[src/rtl/ps2_decode_if.sv]
// ps2_decode_if: scan-byte input and key-event/lock outputs of the PS/2 scan-code decoder
interface ps2_decode_if;
  logic       code_new;
  logic [7:0] new_code;
  logic       key_valid;
  logic [7:0] key_code;
  logic       key_ext;
  logic       key_release;
  logic       key_pause;
  logic       bat_ok;
  logic       kbd_err;
  logic       Caps;
  logic       Num;
  logic       Scroll;
  modport master (
    output code_new, new_code,
    input  key_valid, key_code, key_ext, key_release, key_pause, bat_ok, kbd_err, Caps, Num, Scroll
  );
  modport slave (
    input  code_new, new_code,
    output key_valid, key_code, key_ext, key_release, key_pause, bat_ok, kbd_err, Caps, Num, Scroll
  );
endinterface

[src/rtl/ps2_decode.sv]
// ps2_decode: folds PS/2 set-2 prefix sequences into key events and tracks lock states; PS2_DECODE_PAUSE_EN enables Pause decoding
module ps2_decode #(
  parameter int PREFIX_TIMEOUT = 65535
) (
  input logic       clk_decode,
  input logic       rst_decode,
  ps2_decode_if.slave bus
);
  localparam int TW = $clog2(PREFIX_TIMEOUT + 1);
  typedef enum logic [2:0] {
    IDLE,
    EXT,
    BRK,
`ifdef PS2_DECODE_PAUSE_EN
    EXT_BRK,
    PAUSE
`else
    EXT_BRK
`endif
  } state_t;
  state_t state, state_n;
  logic code_prev, acc, to_exp;
  logic [TW-1:0] to_cnt, to_n;
  logic [7:0] b, code_q, code_n;
  logic valid_q, valid_n, ext_q, ext_n, rel_q, rel_n, bat_q, bat_n, err_q, err_n;
  logic [2:0] lock_q, lock_n, held_q, held_n, hit;
  logic ev, ev_ext, ev_rel;
`ifdef PS2_DECODE_PAUSE_EN
  logic [2:0] pcnt_q, pcnt_n;
  logic pause_q, pause_n;
`endif
  assign b = bus.new_code;
  assign acc = bus.code_new & ~code_prev;
  assign to_exp = (state != IDLE) && (to_cnt == TW'(PREFIX_TIMEOUT));
  assign hit = {b == 8'h7E, b == 8'h77, b == 8'h58};
  always_comb begin
    state_n = state;
    to_n = (state == IDLE) ? '0 : to_cnt + 1'b1;
    ev = 1'b0;
    ev_ext = 1'b0;
    ev_rel = 1'b0;
    bat_n = 1'b0;
    err_n = 1'b0;
    lock_n = lock_q;
    held_n = held_q;
`ifdef PS2_DECODE_PAUSE_EN
    pcnt_n = pcnt_q;
    pause_n = 1'b0;
`endif
    if (acc) begin
      to_n = '0;
      case (state)
        IDLE: begin
          if (b == 8'hE0) state_n = EXT;
          else if (b == 8'hF0) state_n = BRK;
`ifdef PS2_DECODE_PAUSE_EN
          else if (b == 8'hE1) begin
            state_n = PAUSE;
            pcnt_n = '0;
          end
`endif
          else if (b == 8'hAA) begin
            bat_n = 1'b1;
            lock_n = '0;
            held_n = '0;
          end
          else if (b inside {8'h00, 8'hFC, 8'hFF}) err_n = 1'b1;
          else ev = !(b inside {8'hFA, 8'hFE, 8'hEE, 8'hE1});
        end
        EXT: begin
          state_n = (b == 8'hF0) ? EXT_BRK : IDLE;
          ev = !(b inside {8'hF0, 8'h12, 8'h59});
          ev_ext = 1'b1;
        end
        BRK: begin
          state_n = IDLE;
          ev = 1'b1;
          ev_rel = 1'b1;
        end
        EXT_BRK: begin
          state_n = IDLE;
          ev = !(b inside {8'h12, 8'h59});
          ev_ext = 1'b1;
          ev_rel = 1'b1;
        end
`ifdef PS2_DECODE_PAUSE_EN
        PAUSE: begin
          state_n = (pcnt_q == 3'd6) ? IDLE : PAUSE;
          pause_n = pcnt_q == 3'd6;
          pcnt_n = pcnt_q + 1'b1;
        end
`endif
        default: state_n = IDLE;
      endcase
    end else if (to_exp) begin
      state_n = IDLE;
      err_n = 1'b1;
      to_n = '0;
`ifdef PS2_DECODE_PAUSE_EN
      pcnt_n = '0;
`endif
    end
    if (ev && !ev_ext) begin
      lock_n = lock_n ^ (hit & ~held_q & {3{!ev_rel}});
      held_n = ev_rel ? (held_q & ~hit) : (held_q | hit);
    end
    valid_n = ev;
    code_n = ev ? b : code_q;
    ext_n = ev ? ev_ext : ext_q;
    rel_n = ev ? ev_rel : rel_q;
  end
  always_ff @(posedge clk_decode) begin
    if (rst_decode) begin
      state <= IDLE;
      code_prev <= 1'b0;
      to_cnt <= '0;
      code_q <= '0;
      valid_q <= 1'b0;
      ext_q <= 1'b0;
      rel_q <= 1'b0;
      bat_q <= 1'b0;
      err_q <= 1'b0;
      lock_q <= '0;
      held_q <= '0;
`ifdef PS2_DECODE_PAUSE_EN
      pcnt_q <= '0;
      pause_q <= 1'b0;
`endif
    end else begin
      state <= state_n;
      code_prev <= bus.code_new;
      to_cnt <= to_n;
      code_q <= code_n;
      valid_q <= valid_n;
      ext_q <= ext_n;
      rel_q <= rel_n;
      bat_q <= bat_n;
      err_q <= err_n;
      lock_q <= lock_n;
      held_q <= held_n;
`ifdef PS2_DECODE_PAUSE_EN
      pcnt_q <= pcnt_n;
      pause_q <= pause_n;
`endif
    end
  end
  assign bus.key_valid = valid_q;
  assign bus.key_code = code_q;
  assign bus.key_ext = ext_q;
  assign bus.key_release = rel_q;
  assign bus.bat_ok = bat_q;
  assign bus.kbd_err = err_q;
  assign bus.Caps = lock_q[0];
  assign bus.Num = lock_q[1];
  assign bus.Scroll = lock_q[2];
`ifdef PS2_DECODE_PAUSE_EN
  assign bus.key_pause = pause_q;
`else
  assign bus.key_pause = 1'b0;
`endif
endmodule
[src/flat_wrapper.sv]
// flat-port wrapper written by rule: the top's interface ports become plain ports
module ps2_decode_flat 
#(
  parameter int PREFIX_TIMEOUT = 65535
)
  (clk_decode, rst_decode, bus_code_new, bus_new_code, bus_key_valid, bus_key_code, bus_key_ext, bus_key_release, bus_key_pause, bus_bat_ok, bus_kbd_err, bus_Caps, bus_Num, bus_Scroll);
  ps2_decode_if bus_i ();
  input logic clk_decode;
  input logic rst_decode;
  input wire logic [$bits(bus_i.code_new)-1:0] bus_code_new;
  input wire logic [$bits(bus_i.new_code)-1:0] bus_new_code;
  output wire logic [$bits(bus_i.key_valid)-1:0] bus_key_valid;
  output wire logic [$bits(bus_i.key_code)-1:0] bus_key_code;
  output wire logic [$bits(bus_i.key_ext)-1:0] bus_key_ext;
  output wire logic [$bits(bus_i.key_release)-1:0] bus_key_release;
  output wire logic [$bits(bus_i.key_pause)-1:0] bus_key_pause;
  output wire logic [$bits(bus_i.bat_ok)-1:0] bus_bat_ok;
  output wire logic [$bits(bus_i.kbd_err)-1:0] bus_kbd_err;
  output wire logic [$bits(bus_i.Caps)-1:0] bus_Caps;
  output wire logic [$bits(bus_i.Num)-1:0] bus_Num;
  output wire logic [$bits(bus_i.Scroll)-1:0] bus_Scroll;
  assign bus_i.code_new = bus_code_new;
  assign bus_i.new_code = bus_new_code;
  assign bus_key_valid = bus_i.key_valid;
  assign bus_key_code = bus_i.key_code;
  assign bus_key_ext = bus_i.key_ext;
  assign bus_key_release = bus_i.key_release;
  assign bus_key_pause = bus_i.key_pause;
  assign bus_bat_ok = bus_i.bat_ok;
  assign bus_kbd_err = bus_i.kbd_err;
  assign bus_Caps = bus_i.Caps;
  assign bus_Num = bus_i.Num;
  assign bus_Scroll = bus_i.Scroll;
  ps2_decode #(.PREFIX_TIMEOUT(PREFIX_TIMEOUT)) u_core (.clk_decode(clk_decode), .rst_decode(rst_decode), .bus(bus_i));
endmodule
[config.mk]
export PLATFORM = sky130hd
export DESIGN_NAME = ps2_decode_flat
export DESIGN_NICKNAME = d
export VERILOG_FILES = /design/src/rtl/ps2_decode_if.sv /design/src/rtl/ps2_decode.sv /design/src/flat_wrapper.sv
export SDC_FILE = /design/constraint.sdc
export NUM_CORES = 1
export LEC_CHECK = 0
export CAP_MARGIN = 10
export CORE_ASPECT_RATIO = 2
export CORE_UTILIZATION = 40
export CTS_BUF_LIST = sky130_fd_sc_hd__clkbuf_4 sky130_fd_sc_hd__clkbuf_8
export CTS_CLUSTER_SIZE = 30
export DETAILED_ROUTE_END_ITERATION = 8
export GPL_TIMING_DRIVEN = 0
export SLEW_MARGIN = 20
export SYNTH_ARGS = -nofsm -noshare
export SYNTH_HDL_FRONTEND = slang
export SYNTH_SLANG_ARGS = --single-unit
[constraint.sdc]
create_clock -name clk_decode -period 1.8 [get_ports clk_decode]
set_input_delay 0.36 -clock clk_decode [delete_from_list [all_inputs] [get_ports clk_decode]]
set_output_delay 0.36 -clock clk_decode [all_outputs]
set_load 0.05 [all_outputs]
## Word level (Yosys, flattened, before mapping)

Index checks and enable logic that the tools add are counted.

- Equal/unequal tests: 21
- Multiplexer cells: 37
- Add/subtract/negate cells: 1
- Bitwise gates (word level): 11
- Reductions and logical operators: 24

Operators by type and width:

| operator | count |
|---|---|
| == test 8 bit, second input constant | 9 |
| 2-to-1 mux 3 bit | 17 |
| == test 8 x 7 -> 1 bit, second input constant | 4 |
| 2-to-1 mux 1 bit | 17 |
| adder 16 x 1 -> 16 bit, second input constant | 1 |
| == test 16 bit, second input constant | 1 |
| nonzero test 2 bit | 5 |
| AND 3 bit | 3 |
| nonzero test 3 bit | 3 |
| == test 8 x 5 -> 1 bit, second input constant | 1 |
| logical NOT 8 bit | 1 |
| == test 3 x 2 -> 1 bit, second input constant | 2 |
| NOT 3 bit | 2 |
| case mux 3 bit (2 select lines) | 1 |
| logical NOT 1 bit | 5 |
| AND reduction 5 bit | 1 |
| OR reduction 5 bit | 1 |
| != test 2 bit, second input constant | 2 |
| != test 4 bit, second input constant | 1 |
| case mux 1 bit (4 select lines) | 1 |
| nonzero test 4 bit | 1 |
| OR reduction 2 bit | 2 |
| OR reduction 4 bit | 1 |
| == test 3 x 1 -> 1 bit, second input constant | 1 |
| 8 further kinds | 11 |

- Register bits after elaboration: 39
- Logic and storage cells: 105
- Bits of input ports: 11

## Depth between registers and ports, before layout

- Depth in word-level cells: 12
- Mapped depth: 7
- Mapped depth without buffers: 6

## Worst setup path before layout

Ideal clock, no wire load.

- Path type: input to register
- From: input port bus_new_code[4]
- To: register u_core.code_q[0] (netlist: u_core.bus.key_code[0])
- Cell stages on the path: 7
- Arrival: 1718 ps
- Data required time: 1728 ps
- Setup time: 72 ps
- Path slack: 11 ps
- Cells stage by stage: buf_6 -> o21a_1 -> a31oi_4 -> o2111ai_2 -> a221oi_2 -> buf_6 -> mux2i_1

- Word-level cells in the longest chain between the ends: 9

Ends and longest elaborated chain:

| item | RTL line | RTL |
|---|---|---|
| from (decl) | flat_wrapper.sv:11 | `input wire logic [$bits(bus_i.new_code)-1:0] bus_new_code;` |
| == test 8 bit | ps2_decode.sv:68 | `else ev = !(b inside {8'hFA, 8'hFE, 8'hEE, 8'hE1});` |
| nonzero test 4 bit | ps2_decode.sv:68 |  |
| logical NOT 1 bit | ps2_decode.sv:68 |  |
| 2-to-1 mux 1 bit | ps2_decode.sv:67 | `else if (b inside {8'h00, 8'hFC, 8'hFF}) err_n = 1'b1;` |
| 2-to-1 mux 1 bit | ps2_decode.sv:62 | `else if (b == 8'hAA) begin` |
| 2-to-1 mux 1 bit | ps2_decode.sv:55 | `else if (b == 8'hF0) state_n = BRK;` |
| 2-to-1 mux 1 bit | ps2_decode.sv:54 | `if (b == 8'hE0) state_n = EXT;` |
| case mux 1 bit (4 select lines) * | ps2_decode.sv:52 | `case (state)` |
| 2-to-1 mux 1 bit * | ps2_decode.sv:50 | `if (acc) begin` |
| to (signal assigned) | ps2_decode.sv:133 | `code_q <= code_n;` |
| to (decl) | ps2_decode.sv:24 | `logic [7:0] b, code_q, code_n;` |

Mark *: on every way between the ends. The rest lies on a longest branch, timed or not.
A chain may end at the register's enable or synchronous reset.

## Final worst setup path

- From: register u_core.valid_q (netlist: u_core.bus.key_valid)
- To: output port bus_key_valid

RTL lines:

| item | RTL line | RTL |
|---|---|---|
| from (decl) | ps2_decode.sv:25 | `logic valid_q, valid_n, ext_q, ext_n, rel_q, rel_n, bat_q, bat_n, err_q, err_n;` |
| from (signal assigned) | ps2_decode.sv:134 | `valid_q <= valid_n;` |
| to (decl) | flat_wrapper.sv:12 | `output wire logic [$bits(bus_i.key_valid)-1:0] bus_key_valid;` |

No word-level cell between the ends.

==> impl_metrics.py <==
metrics = {
    "grt": {
        "grt_max_degree": 12,
        "grtUsageTotal": 0.186,
        "grt_overflow": 0,
        "antenna_found_initial": 0,
        "grt_pass1_wl_mm": 7.32,
        "grt_pass1_vias": 1602,
    },
    "job": {
        "drv_cap": 0,
    },
    "routing": {
        "drt_first_iter_violations": 39,
        "dr.pass1.iters": 4,
        "wl_met2_mm": 2.47,
        "drc_errors": 0,
        "met1_length_mm": 1.78,
        "top_layer": "met4",
        "wl_met3_um": 104,
        "wl_mm": 4.39,
        "drtAntennaViolNets": 0,
        "post_drt_wl_per_cell_um": 14.2,
        "via_count": 1630,
        "via_per_inst": 5.28,
    },
    "cts": {
        "cts_root_buffer": "clkbuf_8",
        "cts.sinks": 38,
        "insertion_delay_ps": 280,
        "clk_pin_slew_worst_paths_ps": 80,
        "numCtsBuffers": 5,
        "htree_levels": 2,
        "cts_tree": "built",
        "cts_buffer_depth": 2,
    },
    "pwr": {
        "p_per_area_nw_per_um2": 694,
        "p_leak_nw": 0.969,
        "irDropWorstVdd_mv": 0.460,
        "finalPower_mw": 1.71,
    },
    "critical_path": {
        "r2r_start": "u_core.to_cnt[5]",
        "r2r_cells": 6,
        "critical_path.cell_chain": "clkdlybuf4s50_1",
        "slowest_delay_ps": 790,
        "startpoint": "u_core.bus.key_valid",
        "cp_max_fo": 1,
        "crit_path_end": "bus_key_valid",
        "crit_type": "flip-flop to output port",
        "critPathCaptureType": "output port",
        "path_buf_inv": 1,
        "crit_family": "buffers and inverters",
        "slowest_stage": "clkdlybuf4s50_1",
        "cp.arrival_ps": 1380,
        "reg2reg_slack_ps": 100,
        "r2r_end": "u_core.state[1]",
        "crit_cells": 1,
        "critPathRequiredTime_ps": 1440,
        "critPathLaunchType": "flip-flop",
    },
    "timing": {
        "hold_viol_final": 0,
        "period_minus_slack_ps": 1740,
        "skew_ps": 4.40,
        "timing.hold.ws_ps": 376,
        "drv_slew": 0,
        "relSlewSlack": 0.664,
        "setup_violations": 0,
        "setup_slack_ps": 56.9,
        "fin_setup_tns_ps": 0,
        "fmax_mhz": 574,
        "period_share": 0.968,
        "worst_pin_slew_ps": 504,
    },
    "place": {
        "gp_congestion": 0.809,
        "dp.cells": 291,
        "hpwl_mm": 3.15,
        "preCtsSetupSlack_ps": -780,
        "portBuffers": 21,
        "placed_cell_area_sq_um": 2240,
    },
    "min_path": {
        "timing.hold.worst.class": "primary input to flip-flop",
    },
    "synth": {
        "yosysWarnings": 0,
        "syn_area_per_cell_sq_um": 9.11,
        "synth_top_flop_cell": "dfxtp_1",
        "yosysTopAreaCellShare": 0.388,
        "synth.distinct_cells": 49,
        "synth_top_cells_by_area": "dfxtp_1 39%, nand2b_1 6.1%, nor2_1 5.8%, mux2i_1 5.1%, xor2_1 4.5%",
        "synth_edf_count": 0,
        "synth_top_area_cell": "dfxtp_1",
        "synthesis.nets": 227,
        "ys_async_sr_fraction": 0,
        "ys_seq_elements": 38,
        "syn-cell-area_sq_um": 1960,
        "synth_cells": 215,
        "synth_seq_area_share": 0.388,
    },
    "floorplanning": {
        "die_area_sq_um": 5200,
        "core-area_sq_um": 4640,
        "dieWidth_um": 51.5,
        "rows": 35,
        "io_pins": 28,
        "die-height_um": 101,
        "start_util": 0.422,
    },
    "final_layout": {
        "fin_util": 0.532,
        "syn2layout_area_growth_pct": 26.1,
        "final_area_sq_um": 2470,
        "layout_commonest_cell": "dfxtp_1",
        "final_nets": 265,
        "final_cells": 309,
        "layout_common_cells": "36 x dfxtp_1, 29 x nor2_1, 19 x nand2b_1",
        "n_antenna_cell": 0,
        "final_layout_size_suffix_gt1_frac": 0.201,
    },
    "status": {
        "status": "finished clean",
    },
}
==> registers in the layout, summed over array words and instances, names as in the netlist <==
signal                  count
u_core.lock_q               3
u_core.bus.bat_ok           1
u_core.bus.key_ext          1
u_core.bus.kbd_err          1
u_core.bus.key_code         8
u_core.bus.key_valid        1
u_core.code_prev            1
u_core.state                2
u_core.held_q               3
u_core.to_cnt              16
u_core.bus.key_release      1
==> worst min path at each step <==
stage                                start                      to  cells past startpoint
after floorplan           u_core.to_cnt[0]        u_core.to_cnt[0]                      1
after global placement    u_core.to_cnt[0]        u_core.to_cnt[0]                      1
after detailed placement  u_core.to_cnt[0]        u_core.to_cnt[0]                      1
after CTS                  bus_new_code[4]  u_core.bus.key_code[4]                      3
after global routing       bus_new_code[4]  u_core.bus.key_code[4]                      3
final                      bus_new_code[4]  u_core.bus.key_code[4]                      3
==> worst min-delay path: stages <==
cell	delay, ps
buf_6	120
nand2b_1	70
mux2i_1	60
==> layer usage <==
| metal | vias up | track usage |
|---|---|---|
| met3 | 2 | 0.0377 |
| li1 | 818 | - |
| met2 | 19 | 0.345 |
| met4 | 0 | 0.0769 |
| met5 | - | 0 |
| met1 | 791 | 0.194 |
==> layout make-up <==
| cell class | count | area, sq um |
|---|---|---|
| buffer | 11 | 80.1 |
| fill | 459 | 2170 |
| tap | 55 | 68.8 |
| inverter | 2 | 7.51 |
| clock buffer | 7 | 90.1 |
| clock inverter | 1 | 5.00 |
| sequential | 38 | 763 |
| timing repair buffer | 31 | 268 |
| multi-input combinational | 164 | 1190 |
==> report_power, final <==
part	leakage (nW)	internal (mW)	total [mW]	switching [mW]
Combinational	0.608	0.0887	0.237	0.148
Clock	0.0517	0.324	0.614	0.290
Sequential	0.309	0.856	0.863	0.00758
==> repair_timing <==
item,4_1_cts,5_1_grt
pin swaps,3,4
setup buffers,5,4
resized for setup,24,20
hold buffers,0,0
setup endpoints to repair,37,30
gates cloned,1,0
==> cells by family after synthesis <==
group	synth area share
other	0.00192
AND/OR/NAND/NOR	0.323
flip-flops	0.388
multiplexers	0.0569
adder cells (fa/ha/maj)	0.00639
buffers and inverters	0.0434
XOR/XNOR	0.0760
AO/OA/AOI/OAI	0.104
==> synth_stat cells, types with 2 or more instances <==
library cell and instances:
a311o_1 2, nor2b_1 7, nor2_1 30, buf_6 4, nand2b_1 19, nor4b_1 4
inv_1 2, nand3_1 10, xnor2_1 7, nor4_1 2, or2b_1 2, nand2_1 14
a21oi_1 3, nand4_1 4, dfxtp_1 38, nor3_1 8, clkbuf_1 4, a31oi_1 2
xor2_1 10, buf_2 2, mux2i_1 10, and3_1 3, or3_1 2
(Power assumes the default switching activity.)
